$ cat config.mk
export PLATFORM = sky130hd
export DESIGN_NAME = chunked_add_sequencer
export DESIGN_NICKNAME = d
export VERILOG_FILES = /design/src/rtl/chunked_add_pkg.sv /design/src/rtl/chunked_add_sequencer_chunk_select.sv /design/src/rtl/chunked_add_sequencer.sv
export SDC_FILE = /design/constraint.sdc
export NUM_CORES = 2
export LEC_CHECK = 0
export BUFFER_PORTS_ARGS = -buffer_cell sky130_fd_sc_hd__buf_2
export CORE_AREA = 2 2 750 752
export DETAILED_ROUTE_END_ITERATION = 10
export DIE_AREA = 0 0 752 754
export PLACE_DENSITY = 0.3
export SYNTH_ARGS = -nofsm -noshare
export SYNTH_HDL_FRONTEND = slang
export SYNTH_SLANG_ARGS = --single-unit
$ cat constraint.sdc
create_clock -name clk -period 149.9 [get_ports clk]
set_clock_uncertainty 0.15 [all_clocks]
set_input_delay 7.495 -clock clk [delete_from_list [all_inputs] [get_ports clk]]
set_output_delay 7.495 -clock clk [all_outputs]
set_load 0.05 [all_outputs]
$ cat src/rtl/chunked_add_pkg.sv
// Shared types and elaboration helpers for the chunked adder sequencer.
// Provides the controller state encoding, the idx width rule and the CHUNKS legality check.
package chunked_add_pkg;

    typedef enum logic [1:0] {
        IDLE = 2'd0,
        RUN  = 2'd1,
        DONE = 2'd2
    } state_t;

    localparam int CHUNKS_MIN = 1;
    localparam int CHUNKS_MAX = 16;

    // idx needs clog2(CHUNKS) bits, but a zero-width counter is not legal.
    function automatic int idx_width(input int chunks);
        return (chunks <= 1) ? 1 : $clog2(chunks);
    endfunction

    function automatic bit chunks_legal(input int chunks);
        return (chunks >= CHUNKS_MIN) && (chunks <= CHUNKS_MAX);
    endfunction

endpackage

$ cat src/rtl/chunked_add_sequencer_chunk_select.sv
// chunk_select: returns SIZE-bit chunk number idx of a SIZE*CHUNKS-bit vector.
// Written as a compare-and-select so an out-of-range idx can never index past the vector.
module chunk_select
    import chunked_add_pkg::*;
#(
    parameter int SIZE   = 128,
    parameter int CHUNKS = 4,
    localparam int IW    = idx_width(CHUNKS)
) (
    input  logic [SIZE*CHUNKS-1:0] vec,
    input  logic [IW-1:0]          idx,
    output logic [SIZE-1:0]        chunk
);

    always_comb begin
        chunk = '0;
        for (int i = 0; i < CHUNKS; i++) begin
            if (idx == IW'(i)) begin
                chunk = vec[i*SIZE +: SIZE];
            end
        end
    end

endmodule

$ cat src/rtl/chunked_add_sequencer.sv
// chunked_add_sequencer: drives an external SIZE-bit tree adder one chunk per cycle to form a SIZE*CHUNKS-bit sum.
// Optional macro CHUNKED_ADD_OVF_EN adds the out_ovf port (signed overflow of the full-width add).
module chunked_add_sequencer
    import chunked_add_pkg::*;
#(
    parameter int SIZE   = 128,
    parameter int CHUNKS = 4,
    localparam int W     = SIZE * CHUNKS
) (
    input  logic            clk,
    input  logic            rst,
    input  logic            in_valid,
    output logic            in_ready,
    input  logic [W-1:0]    in_a,
    input  logic [W-1:0]    in_b,
    input  logic            in_cin,
    output logic [SIZE-1:0] add_a,
    output logic [SIZE-1:0] add_b,
    output logic            add_cin,
    input  logic [SIZE-1:0] add_sum,
    input  logic            add_cout,
    output logic            out_valid,
    input  logic            out_ready,
    output logic [W-1:0]    out_sum,
    output logic            out_cout,
    output logic            busy,
    output logic [1:0]      dbg_state
`ifdef CHUNKED_ADD_OVF_EN
    ,
    output logic            out_ovf
`endif
);

    localparam int IW = idx_width(CHUNKS);

    if (!chunks_legal(CHUNKS)) begin : g_bad_chunks
        $error("chunked_add_sequencer: CHUNKS must be within 1..16");
    end

    // Handshakes: a transfer happens on an edge where valid and ready are both high;
    // in_ready is high only in IDLE, out_valid only in DONE, so they never overlap.
    state_t          state;
    logic [IW-1:0]   idx;
    logic            carry;
    logic [W-1:0]    a_q;
    logic [W-1:0]    b_q;
    logic [W-1:0]    result_q;
    logic [SIZE-1:0] a_chunk;
    logic [SIZE-1:0] b_chunk;
    logic            last;
    logic            running;
`ifdef CHUNKED_ADD_OVF_EN
    logic            ovf_q;
`endif

    chunk_select #(.SIZE(SIZE), .CHUNKS(CHUNKS)) u_sel_a (
        .vec   (a_q),
        .idx   (idx),
        .chunk (a_chunk)
    );

    chunk_select #(.SIZE(SIZE), .CHUNKS(CHUNKS)) u_sel_b (
        .vec   (b_q),
        .idx   (idx),
        .chunk (b_chunk)
    );

    assign last    = (idx == IW'(CHUNKS - 1));
    assign running = (state == RUN);

    // Operand and result registers carry no reset: an aborted add leaves stale data
    // that is hidden by the out_valid gating on out_sum.
    always_ff @(posedge clk) begin
        if (rst) begin
            state <= IDLE;
            idx   <= '0;
            carry <= 1'b0;
`ifdef CHUNKED_ADD_OVF_EN
            ovf_q <= 1'b0;
`endif
        end else begin
            case (state)
                IDLE: begin
                    if (in_valid) begin
                        a_q   <= in_a;
                        b_q   <= in_b;
                        carry <= in_cin;
                        idx   <= '0;
                        state <= RUN;
                    end
                end
                RUN: begin
                    for (int i = 0; i < CHUNKS; i++) begin
                        if (idx == IW'(i)) begin
                            result_q[i*SIZE +: SIZE] <= add_sum;
                        end
                    end
                    carry <= add_cout;
                    idx   <= idx + 1'b1;
                    if (last) begin
                        state <= DONE;
`ifdef CHUNKED_ADD_OVF_EN
                        ovf_q <= (a_q[W-1] == b_q[W-1]) && (add_sum[SIZE-1] != a_q[W-1]);
`endif
                    end
                end
                DONE: begin
                    if (out_ready) begin
                        state <= IDLE;
                    end
                end
                default: state <= IDLE;
            endcase
        end
    end

    assign in_ready  = (state == IDLE);
    assign out_valid = (state == DONE);
    assign busy      = (state != IDLE);
    assign dbg_state = state;
    assign out_sum   = out_valid ? result_q : '0;
    assign out_cout  = carry;
    assign add_a     = running ? a_chunk : '0;
    assign add_b     = running ? b_chunk : '0;
    assign add_cin   = running & carry;
`ifdef CHUNKED_ADD_OVF_EN
    assign out_ovf   = ovf_q;
`endif

endmodule

==> results.md <==
- Status: completed
- Max Transition Viols Final: 0
- Critical Path AT: 14430 ps
- Synth-to-Final Area Change: 43.60%
- Pwr Density: 12.95 mW/mm^2
- Hold Path Depth: 2
- Combinational power share: 8.8%
- LEAKAGE: roughly 30 nW
- Total grt overflow: 0
- Most frequent cells in the layout: buf_2, edfxtp_1, and2_1
- CTS Buf Count: around 200
- DPL Wire Length: 310.9 mm
- Clock buffer depth: 4
- Synthesis-stage register bit count: 1541
- Clock tree from TritonCTS: built
- DRT iter0 DRCs: 3646
- WL per Instance: 30.04 um
- Post-CTS Resized: 0
- Post-CTS setup buffers: 0
- Clock transition at path regs: 60 ps
- Most common cell after layout, fill and taps aside: buf_2
- Fin nets: 6219
- R2r startpoint: dbg_state[0]
- Drt drc: 0
- Post-Syn Area: roughly 0.058 sq mm
- Vias in the first global route: ~40000
- FMAX: 70.97 MHz
- # clock sinks: 1541
- Sequential share of power: 46.3%
- Hold buffer count at cts: 0
- Synthesized instance count: a little over 3000
- FF-to-FF End: a_q[246]
- Core area: between 0.5 and 0.6 sq mm
- Synth Net Count: ~4300
- Vias per cell: between 3 and 4
- Critical path launch point type: primary input
- Vias: 40420
- Slew Limit Headroom: between 20% and 30%
- Initial core utilization: about a tenth
- Worst hold path type: reg2reg
- YS warnings: 0
- Final wirelength: 385.8 mm
- Min Tclk post-route: 14090 ps
- Root Driver: clkbuf_16
- First-pass GRT wire length: 475.3 mm
- P_sw: 0.2822 mW
- Fraction of layout cells with a size suffix above 1: 43.87%
- Hold EP: out_cout
- Clk Latency, worst-skew pair: a little under 900 ps
- Row cnt: 275
- R2r setup slk: around 140000 ps
- Seq/Total Area, Yosys: 80.24%
- Unrepaired setup endpoints after global routing: no
- Measured slew at the worst slew-check pin: ~1200 ps
- CP Class: in2reg
- Maximum VDD drop: 8.645 uV
- Port-buffer cells: 1932
- Initial antenna violation count: 478
- Final Hold Fails: 0
- Post-synth cell types: 28
- GPL Wtd Cong: 0.8855
- Max Cap Viol: 0
- Worst Path Required: approximately 150000 ps
- CP Max Fanout: 67
- Die area: around 0.57 sq mm
- Setup TNS: 0 ps
- Die height: 754 um
- Cell Int Power: roughly 0.8 mW
- H-tree Lvls: 4
- Placed inst area: 0.07598 sq mm
- IO Pins: 1933
- Clk pwr share: between 40% and 50%
- Routed Antenna Nets: 0
- Min-delay src: out_cout
- Largest net degree at the start of global routing: around 150
- Syn avg cell area: 18.65 sq um
- CP endpoint kind: register
- Die width: 752 um
- All-Layer GR Usage: 12.93%
- Switching share of power: 26.34%
- Final Setup Violations: 0
- Post-route design area: ~0.083 sq mm
- FF-to-FF path depth: 10
- Part of the cycle the worst path needs: 9.400%
- DRT Pass-1 Iters: 5
- Final core utilization: 14.80%
through the flow:
stage | power [mW] | worst slack [ps] | hold WS, ps | instances
2_1_floorplan | 0.5793 | 64410 | 315.8 | 3089
3_3_place_gp | 0.6016 | 134930 | 373.0 | 12330
3_5_place_dp | 0.6018 | 134780 | 359.5 | 12330
4_1_cts | 1.096 | 135740 | 378.0 | 12700
5_1_grt | 1.112 | 135410 | 424.0 | 12780
6_report | 1.071 | 135810 | 374.7 | 12850
cell type report:
class,instances,area [sq um]
tap,7479,9358
clock inverter,118,1124
clock buffer,246,5250
multi-input combinational,1315,10230
fill,62220,476400
inverter,5,18.77
antenna,149,372.9
sequential,1541,46220
timing repair buffer,1993,10150
synthesized netlist by cell type, drive strengths merged:
cell type  count  area [sq um]
nor3b          1         7.510
nor2           5         23.77
a21oi          3         15.01
a32o         256          2562
dfxtp          5         100.1
inv            5         18.77
or3b           1         8.760
nor3           3         15.01
and2         516          3228
clkbuf       107         401.6
o21bai         1         7.510
a221o        255          2552
or2            1         6.260
nor2b          4         27.53
a22oi          2         15.01
or2b           2         15.01
nand2          3         11.26
mux2i          1         10.01
ha             4         50.05
nand2b       256          1602
edfxtp      1536         46120
o21ai          1         5.000
buf          121         800.8
critical path: stages:
cell	delay, ps
buf_2	180
nor3b_2	360
buf_4	510
buf_4	790
buf_4	760
buf_4	710
buf_4	730
buf_4	770
buf_4	870
buf_4	810
per-layer routing:
| metal | vias to the layer above | part of all wire, % | GRT usage (%) |
|---|---|---|---|
| li1 | 16490 | - | - |
| met1 | 20330 | 41 | 16.00 |
| met2 | 2648 | 44 | 20.48 |
| met3 | 783 | 12 | 5.913 |
| met4 | 158 | 2.8 | 2.857 |
| met5 | - | 0.27 | 0 |
state kept, by name, indices dropped and copies added, names as in the netlist:
| register | cells |
|---|---|
| a_q | 512 |
| b_q | 512 |
| result_q | 512 |
| dbg_state | 2 |
| idx | 2 |
| out_cout | 1 |
power groups by stage:
stage / Clock (mW) / Combinational [mW] / Sequential [mW]
global placement: 0 / 0.0961 / 0.505
global route: 0.516 / 0.0997 / 0.497
detailed placement: 0 / 0.0965 / 0.505
CTS: 0.502 / 0.0970 / 0.496
floorplan: 0 / 0.0464 / 0.533
finish: 0.481 / 0.0941 / 0.496
logic make-up (layout without fill, tap and decap cells):
group | count (synthesis) | count (layout) | share of synthesized area [%]
AOI/OAI and AO/OA | 518 | 518 | 8.953
DFF | 1541 | 1541 | 80.24
muxes | 1 | 1 | 0.01738
buffers and inverters | 233 | 2362 | 2.120
adders and majority gates | 4 | 4 | 0.08688
other | 0 | 149 | 0
and+or+nand+nor | 792 | 792 | 8.583
worst max-delay path by stage:
| stage | from | endpoint | cells after the start |
|---|---|---|---|
| finish | rst | a_q[246] | 10 |
| global route | rst | a_q[246] | 10 |
| CTS | idx[1] | add_b[1] | 10 |
| detailed placement | rst | a_q[500] | 10 |
| global placement | rst | a_q[116] | 10 |
| floorplan | rst | a_q[0] | 2 |
Power figures use the tool's default switching activity.
